==> src/rtl/mxrv_rom_arbiter.sv <==
// Shares a single-read-port instruction ROM between instruction fetch (IF) and loads (LS).
// Keeps one read outstanding, gives IF priority, and limits IF streaks so LS is not starved.
module mxrv_rom_arbiter #(
  parameter int ADDR_W     = 32,
  parameter int DATA_W     = 32,
  parameter int MAX_STREAK = 4
) (
  input  logic              clk,
  input  logic              rst_n,
  input  logic              if_req_i,
  input  logic [ADDR_W-1:0] if_addr_i,
  output logic              if_ready_o,
  input  logic              if_flush_i,
  output logic [DATA_W-1:0] if_data_o,
  output logic              if_valid_o,
  input  logic              ls_req_i,
  input  logic [ADDR_W-1:0] ls_addr_i,
  output logic              ls_ready_o,
  output logic [DATA_W-1:0] ls_data_o,
  output logic              ls_valid_o,
  output logic              rom_rd_valid_o,
  output logic [ADDR_W-1:0] rom_addr_o,
  input  logic              rom_rd_ready_i,
  input  logic [DATA_W-1:0] rom_data_i,
  input  logic              rom_valid_i
);

  // Handshake: a request transfers in the cycle where *_req_i and *_ready_o are both 1
  // (likewise rom_rd_valid_o/rom_rd_ready_i); requesters hold request and address until then.
  typedef enum logic [1:0] {IDLE, BUSY_IF, BUSY_LS} state_e;

  localparam logic [3:0] STREAK_MAX = 4'(MAX_STREAK);

  state_e            state_q, state_d;
  logic [3:0]        streak_q, streak_d;
  logic              drop_q, drop_d;
  logic [DATA_W-1:0] if_data_q, if_data_d;
  logic [DATA_W-1:0] ls_data_q, ls_data_d;
  logic              if_valid_q, if_valid_d;
  logic              ls_valid_q, ls_valid_d;

  logic slot_free, can_issue, grant_if, grant_ls;
  logic if_ret, ls_ret, drop_now;

  always_comb begin
    slot_free = (state_q == IDLE) | rom_valid_i;
    // Grants are suppressed while reset is held so every output reads 0 immediately.
    can_issue = rst_n & slot_free & rom_rd_ready_i;
    grant_ls  = can_issue & ls_req_i & (~if_req_i | (streak_q == STREAK_MAX));
    grant_if  = can_issue & if_req_i & ~grant_ls;

    if_ret   = rom_valid_i & (state_q == BUSY_IF);
    ls_ret   = rom_valid_i & (state_q == BUSY_LS);
    drop_now = drop_q | (if_flush_i & (state_q == BUSY_IF));

    state_d = state_q;
    if (grant_if)              state_d = BUSY_IF;
    else if (grant_ls)         state_d = BUSY_LS;
    else if (if_ret | ls_ret)  state_d = IDLE;

    streak_d = streak_q;
    if (!ls_req_i || grant_ls)                  streak_d = 4'd0;
    else if (grant_if && streak_q != STREAK_MAX) streak_d = streak_q + 4'd1;

    // The drop flag belongs to the read being returned; a grant in the same cycle starts clean.
    drop_d     = if_ret ? 1'b0 : drop_now;
    if_valid_d = if_ret & ~drop_now;
    if_data_d  = (if_ret & ~drop_now) ? rom_data_i : if_data_q;
    ls_valid_d = ls_ret;
    ls_data_d  = ls_ret ? rom_data_i : ls_data_q;

    if_ready_o     = grant_if;
    ls_ready_o     = grant_ls;
    rom_rd_valid_o = grant_if | grant_ls;
    rom_addr_o     = '0;
    if (grant_if)      rom_addr_o = if_addr_i;
    else if (grant_ls) rom_addr_o = ls_addr_i;
  end

  always_ff @(posedge clk or negedge rst_n) begin
    if (!rst_n) begin
      state_q    <= IDLE;
      streak_q   <= 4'd0;
      drop_q     <= 1'b0;
      if_data_q  <= '0;
      ls_data_q  <= '0;
      if_valid_q <= 1'b0;
      ls_valid_q <= 1'b0;
    end else begin
      state_q    <= state_d;
      streak_q   <= streak_d;
      drop_q     <= drop_d;
      if_data_q  <= if_data_d;
      ls_data_q  <= ls_data_d;
      if_valid_q <= if_valid_d;
      ls_valid_q <= ls_valid_d;
    end
  end

  assign if_data_o  = if_data_q;
  assign if_valid_o = if_valid_q;
  assign ls_data_o  = ls_data_q;
  assign ls_valid_o = ls_valid_q;

endmodule
==> config.mk <==
export PLATFORM = sky130hd
export DESIGN_NAME = mxrv_rom_arbiter
export DESIGN_NICKNAME = d
export VERILOG_FILES = /design/src/rtl/mxrv_rom_arbiter.sv
export SDC_FILE = /design/constraint.sdc
export NUM_CORES = 1
export LEC_CHECK = 0
export CORE_ASPECT_RATIO = 1.25
export CORE_MARGIN = 3
export CORE_UTILIZATION = 57
export CTS_CLUSTER_DIAMETER = 150
export CTS_CLUSTER_SIZE = 40
export DETAILED_ROUTE_END_ITERATION = 10
export DONT_BUFFER_PORTS = 1
export MAX_ROUTING_LAYER = met4
export PLACE_DENSITY = 0.75
export SLEW_MARGIN = 0
export SYNTH_ARGS = -nofsm -noshare
export SYNTH_HDL_FRONTEND = slang
export SYNTH_SLANG_ARGS = --single-unit
==> constraint.sdc <==
create_clock -name clk -period 1.8 [get_ports clk]
set_input_delay 0.45 -clock clk [delete_from_list [all_inputs] [get_ports clk]]
set_output_delay 0.45 -clock clk [all_outputs]
set_load 0.01 [all_outputs]
==> metrics.yaml, run 1 <==
run_status: "finished, violations left"
violations: "hold timing, setup timing"
hold_viol_final: 73
drive_above_1_share_pct: 25.1
grt-ovfl-total: 0
synthesis.area_um2: 3380
dp.cells: 427
rsz0062_at_grt: "yes"
die_h_um: 92.1
worstMarginPinSlew_ns: 0.605
wl_per_cell_um: 20.7
cts_buffers: 9
routabilityCongestion: 0.768
fillers: 417
startpoint_type: "flop"
critPathMaxFanout: 5
synth_area_leader_cell: "dfrtp_1"
n_antenna_cell: 0
endpoint: "rom_addr_o[31]"
synthSimpleGateAreaFrac_pct: 22.3
netlist_instances: 366
fin_crit_sh_pct: 129
clk_pin_slew_ns: 0.08
r2r.worst_path.cells: 8
synth_area_leaders: "dfrtp_1, nand2_1, mux2_1, nand3_1, a21oi_1"
core_um2: 5590
grt_pass1_vias: 2569
fin_cells: 447
grt_antenna_before_repair: 0
setup.worst_path.start: "streak_q[0]"
hold_class: "in -> async"
max_freq_mhz: 432
h-tree-depth: 3
wirelength_um: 9230
clock-sinks: 73
dieWidth_um: 74.9
crit_path_end_kind: "output pin"
grt_max_degree: 75
antenna_left: 0
r2r-start: "streak_q[0]"
synth_compound_area_share_pct: 7.81
ys_types: 28
totalPowerFinal_mw: 5.00
slew_headroom_pct: 59.6
io_buffers: 0
num_vias: 2658
powerDensity_nw_per_um2: 1250
fin_util_pct: 71.7
synth_top_family_by_area: "simple AND/OR/NAND/NOR gates"
p_leak_nw: 1.84
grt_pass1_wl_um: 13300
area_delta_synth_final_pct: 18.7
ioPinCount: 204
vdd_ir_drop_max_uv: 1070
synthAdderAreaFrac_pct: 0.740
viasPerCell: 5.95
dp_slack_ns: -0.157
critical_path_class: "reg -> out"
synth_seq_area_share_pct: 54.1
drt_iter0_drc: 88
drt-pass1-iter-count: 4
yosysTopAreaCellShare_pct: 54.1
cts_tree: "built"
cts.path.max_buffers: 2
synth_xor_xnor_area_share_pct: 0
skew_ns: 0.00921
drc_errors: 0
fin_hold_ws_ns: -0.206
avgSynthCellArea_um2: 9.23
rows: 30
clk_latency_ns: 0.34
synth_nets: 471
reg2reg_slack_ns: -0.01
slew_viol_final: 0
ys_warn_count: 0
dp_hpwl_um: 6910
critical_path_required_ns: 1.35
start_util_pct: 60.4
finalWorstSetupSlack_ns: -0.513
synth_mux_area_share_pct: 10.7
r2r_end: "streak_q[3]"
grt_use_total_pct: 26.7
setup_tns_ns: -15.80
ys_seq_elements: 73
fin_crit_ns: 2.31
num-nets-final: 483
setup_viol: 35
cap_violations: 0
worst-endpoint-arrival_ns: 1.86
die-area_um2: 6890
cts-root-buf: "clkbuf_8"
[layer usage]
layer | vias to the layer above | share of wire, % | track usage (%)
met4 | 0 | 1.8 | 8.90
li1 | 1232 | - | -
met5 | - | 0 | -
met1 | 1275 | 35 | 28.8
met3 | 15 | 12 | 11.3
met2 | 136 | 51 | 43.5
[area by class of cell]
| class | count | area, µm² | area share (%) |
|---|---|---|---|
| clock inverter | 6 | 91.3 | 2.28 |
| sequential | 73 | 1830 | 45.5 |
| tap | 64 | 80.1 | 2.00 |
| multi-input combinational | 262 | 1610 | 40.2 |
| inverter | 6 | 22.5 | 0.561 |
| timing repair buffer | 26 | 249 | 6.21 |
| clock buffer | 10 | 128 | 3.18 |
[cells in the mapped netlist]
| cell | n |
|---|---|
| o21ai_0 | 2 |
| o211ai_1 | 1 |
| o2bb2ai_1 | 1 |
| o21ai_1 | 3 |
| o22ai_1 | 2 |
| nor2b_2 | 1 |
| ha_1 | 2 |
| o21a_1 | 2 |
| inv_2 | 2 |
| mux2_1 | 26 |
| clkbuf_1 | 8 |
| mux2_2 | 6 |
| nor2_1 | 7 |
| nand3_2 | 1 |
| inv_1 | 4 |
| nand2_1 | 132 |
| buf_4 | 3 |
| nor4_1 | 1 |
| nand3b_1 | 2 |
| buf_6 | 1 |
| a32oi_1 | 1 |
| nand2b_1 | 1 |
| and3b_1 | 1 |
| nand3_1 | 35 |
| o21ai_4 | 1 |
| a21oi_1 | 34 |
| buf_2 | 13 |
| dfrtp_1 | 73 |
[how the worst min path moves through the flow]
stage	to	slack (ns)	depth (start not counted)
after floorplan	drop_q	0.15	0
after global placement	ls_data_o[10]	0.16	0
after detailed placement	ls_data_o[10]	0.16	0
after CTS	ls_data_o[10]	-0.22	0
after global routing	ls_data_o[10]	-0.23	0
final	ls_data_o[10]	-0.21	0
[worst max-delay path: stages, from the launching register on]
cell     delay (ns)
dfrtp_1        0.37
inv_2          0.05
ha_2           0.16
and3b_2        0.23
o21ai_4        0.17
buf_6          0.15
nand3_2        0.08
a21oi_2        0.16
buf_4          0.15
[cell usage in the layout, fill, tap and decap left out, types with 2 or more instances in the layout]
master,instances
a21oi_1,2
a21oi_2,28
a21oi_4,4
buf_12,3
buf_4,17
buf_6,5
bufinv_16,2
clkbuf_8,9
clkinvlp_4,3
dfrtp_1,73
inv_1,3
inv_2,3
mux2_1,26
mux2_2,6
nand2_1,132
nand3_1,30
nand3_2,5
nand3b_1,2
nor2_1,5
o21ai_0,2
o21ai_1,3
o22ai_1,2
[sequential cells by signal, indices dropped and copies added, names as in the netlist]
name and count:
ls_valid_o 1, ls_data_o 32, if_data_o 32, drop_q 1, if_valid_o 1, streak_q 4
state_q 2
[timing repair]
action                                  4_1_cts  5_1_grt
endpoints found under the hold margin        73       73
buffers inserted                              1        2
cloned                                        1        0
gates resized for setup                      21        5
pin swaps                                     6        8
endpoints found under the setup margin       36       36
[kinds of logic after synthesis]
kind of cell,after synthesis
and+or+nand+nor,181
DFF,73
AOI/OAI and AO/OA,47
muxes,32
buffers and inverters,31
adders and majority gates,2
[per-stage QoR]
| stage | hold slack, ns | cell area [µm²] |
|---|---|---|
| global placement | 0.156 | 3650 |
| finish | -0.206 | 4010 |
| detailed placement | 0.156 | 3650 |
| floorplan | 0.154 | 3490 |
| CTS | -0.222 | 3970 |
| global route | -0.233 | 4010 |
[power by group]
part / switching [mW] / internal [mW]
Clock: 0.618 / 0.785
Combinational: 0.368 / 0.351
Sequential: 0.685 / 2.19
Total: 1.67 / 3.33
Note: power is estimated with default switching activity, not from simulation.
==> run 2: changes to the inputs <==
--- a/config.mk
+++ b/config.mk
@@ -5,15 +5,18 @@
 export SDC_FILE = /design/constraint.sdc
 export NUM_CORES = 1
 export LEC_CHECK = 0
+export CELL_PAD_IN_SITES_DETAIL_PLACEMENT = 1
+export CELL_PAD_IN_SITES_GLOBAL_PLACEMENT = 1
 export CORE_ASPECT_RATIO = 1.25
 export CORE_MARGIN = 3
-export CORE_UTILIZATION = 57
+export CORE_UTILIZATION = 40
 export CTS_CLUSTER_DIAMETER = 150
 export CTS_CLUSTER_SIZE = 40
 export DETAILED_ROUTE_END_ITERATION = 10
 export DONT_BUFFER_PORTS = 1
+export HOLD_SLACK_MARGIN = 0.02
 export MAX_ROUTING_LAYER = met4
-export PLACE_DENSITY = 0.75
+export PLACE_DENSITY_LB_ADDON = 0.1
 export SLEW_MARGIN = 0
 export SYNTH_ARGS = -nofsm -noshare
 export SYNTH_HDL_FRONTEND = slang
==> run 2 against run 1 <==
- the run still ends with hold timing, setup timing left
- global-route usage is 6.3 points lower
- cell count is 8.3% higher
- flip-flop and latch count unchanged
- hold slack better by 0.0041 ns
- sequential power about the same
==> metrics.yaml, run 2 (synthesized netlist as in run 1, its figures left out) <==
cts-root-buf: "clkbuf_8"
slew_viol_final: 0  # unchanged
totalPowerFinal_mw: 5.01  # +0.24%
fin_crit_sh_pct: 130  # +1.1 points
cts_tree: "built"
r2r.worst_path.cells: 7  # -1
clk_pin_slew_ns: 0.07  # about the same
dpl_cell_area_um2: 3660  # +0.45%
p_leak_nw: 1.88  # +2.4%
busiest_layer: "met2"
powerDensity_nw_per_um2: 1230  # -1.3%
run_status: "finished, violations left"
clk_latency_ns: 0.34  # about the same
hold_class: "in -> async"
r2r_end: "streak_q[3]"
finalWorstSetupSlack_ns: -0.533  # -0.0197 ns
fin_area_um2: 4080  # +1.6%
h-tree-depth: 3  # unchanged
hold_viol_final: 73  # unchanged
reg2reg_slack_ns: 0.10  # +0.11 ns
grtUsageMet2_pct: 34.7  # -8.8 points
wl_per_cell_um: 20.0  # -3.2%
setup_tns_ns: -16.88  # -1.08 ns
antenna_left: 0  # unchanged
wirelength_um: 9680  # +4.8%
critical_path_required_ns: 1.35  # about the same
drt_iter0_drc: 95  # +8.0%
grt_use_total_pct: 20.4  # -6.3 points
setup_viol: 35  # unchanged
worstMarginPinSlew_ns: 0.389  # -0.217 ns
vdd_ir_drop_max_uv: 827  # -22%
fin_crit_ns: 2.33  # +0.0197 ns
routabilityCongestion: 0.747  # -2.7%
area_delta_synth_final_pct: 20.6
worst-endpoint-arrival_ns: 1.88  # +0.02 ns
startpoint_type: "flop"
grt_pass1_vias: 2764  # +7.6%
layout_commonest_cell: "nand2_1"
fin_util_pct: 50.8  # -21 points
critPathMaxFanout: 16  # +11
drt-pass1-iter-count: 4  # unchanged
viasPerCell: 5.64  # -5.2%
rsz0062_at_grt: "yes"
core_um2: 8020  # +43%
rows: 36  # +20%
dp.cells: 455  # +6.6%
max_freq_mhz: 429  # -0.84%
drc_errors: 0  # unchanged
dp_hpwl_um: 6940  # +0.40%
n_antenna_cell: 0  # unchanged
num-nets-final: 489  # +1.2%
grt_max_degree: 75  # unchanged
r2r-start: "streak_q[0]"
area.sequential_um2: 1830  # unchanged
fillers: 923  # +120%
critical_path_class: "reg -> out"
die-area_um2: 9590  # +39%
violations: "hold timing, setup timing"
drive_above_1_share_pct: 25.7  # +0.64 points
cts.path.max_buffers: 2  # unchanged
cap_violations: 0  # unchanged
gr-usage-met3_pct: 7.18  # -4.1 points
setup.worst_path.start: "streak_q[0]"
ioPinCount: 204  # unchanged
slew_headroom_pct: 74.1  # +14 points
fin_hold_ws_ns: -0.202  # +0.00414 ns
multi_input_area_um2: 1570  # -2.7%
grt_pass1_wl_um: 14300  # +6.9%
io_buffers: 0  # unchanged
grt_antenna_before_repair: 0  # unchanged
layout_common_cells: "nand2_1, dfrtp_1, nand3_1"
dieWidth_um: 88.2  # +18%
globalRouteMet1Util_pct: 21.4  # -7.4 points
num_vias: 2728  # +2.6%
cts_buffers: 9  # unchanged
fin_cells: 484  # +8.3%
die_h_um: 109  # +18%
grt-ovfl-total: 0  # unchanged
dp_slack_ns: -0.176  # -0.0193 ns
crit_path_end_kind: "output pin"
skew_ns: 0.00672  # -0.00249 ns
clock-sinks: 73  # unchanged
endpoint: "rom_addr_o[5]"
start_util_pct: 42.2  # -18 points
[run 2: cell count changes in the layout (fill, tap and decap cells not counted), moves of 3 or more]
cell / delta
buf_4: +6
clkbuf_8: +5
nand3_1: +4
a21oi_2: +3
a21oi_4: -3
clkinvlp_4: -3
nand3_2: -3
[run 2: cell type report]
class,count,area share [%]
Tap cell,95,2.92
Timing Repair Buffer,32,7.61
Multi-Input combinational cell,262,38.5
Clock buffer,15,4.82
Clock inverter,1,0.737
Sequential cell,73,44.8
Inverter,6,0.553
[run 2: layer usage]
| metal | part of all wire [%] | wire (µm) | vias up |
|---|---|---|---|
| met5 | 0 | 0 | - |
| met4 | 1.7 | 169 | 0 |
| met3 | 9.9 | 963 | 14 |
| met2 | 52 | 5060 | 141 |
| met1 | 36 | 3490 | 1334 |
| li1 | - | - | 1239 |
[run 2: critical path, cell delays in order, from the launching register on]
cell	delay, ns
dfrtp_1	0.40
inv_2	0.07
ha_2	0.15
and3b_2	0.21
o21a_2	0.23
buf_12	0.16
nand2_1	0.10
a21oi_4	0.21
[run 2: where the power goes]
group          internal (mW)  total, mW  switching (mW)
registers               2.20       2.89           0.696
logic                  0.368      0.726           0.359
clock network          0.831       1.39           0.564
[run 2: worst min-delay path by stage]
stage / from / endpoint / cells after the start
final: rst_n / ls_data_o[24] / 0
after global routing: rst_n / if_data_o[20] / 0
after CTS: rst_n / ls_data_o[24] / 0
after detailed placement: rst_n / ls_data_o[18] / 0
after global placement: rst_n / if_data_o[20] / 0
after floorplan: rst_n / drop_q / 0
[run 2: repair_timing]
action	4_1_cts	5_1_grt
hold endpoints to repair	73	73
cloned	2	0
pin swaps	8	4
resized for setup	16	6
endpoints found under the setup margin	35	37
setup buffers	9	6
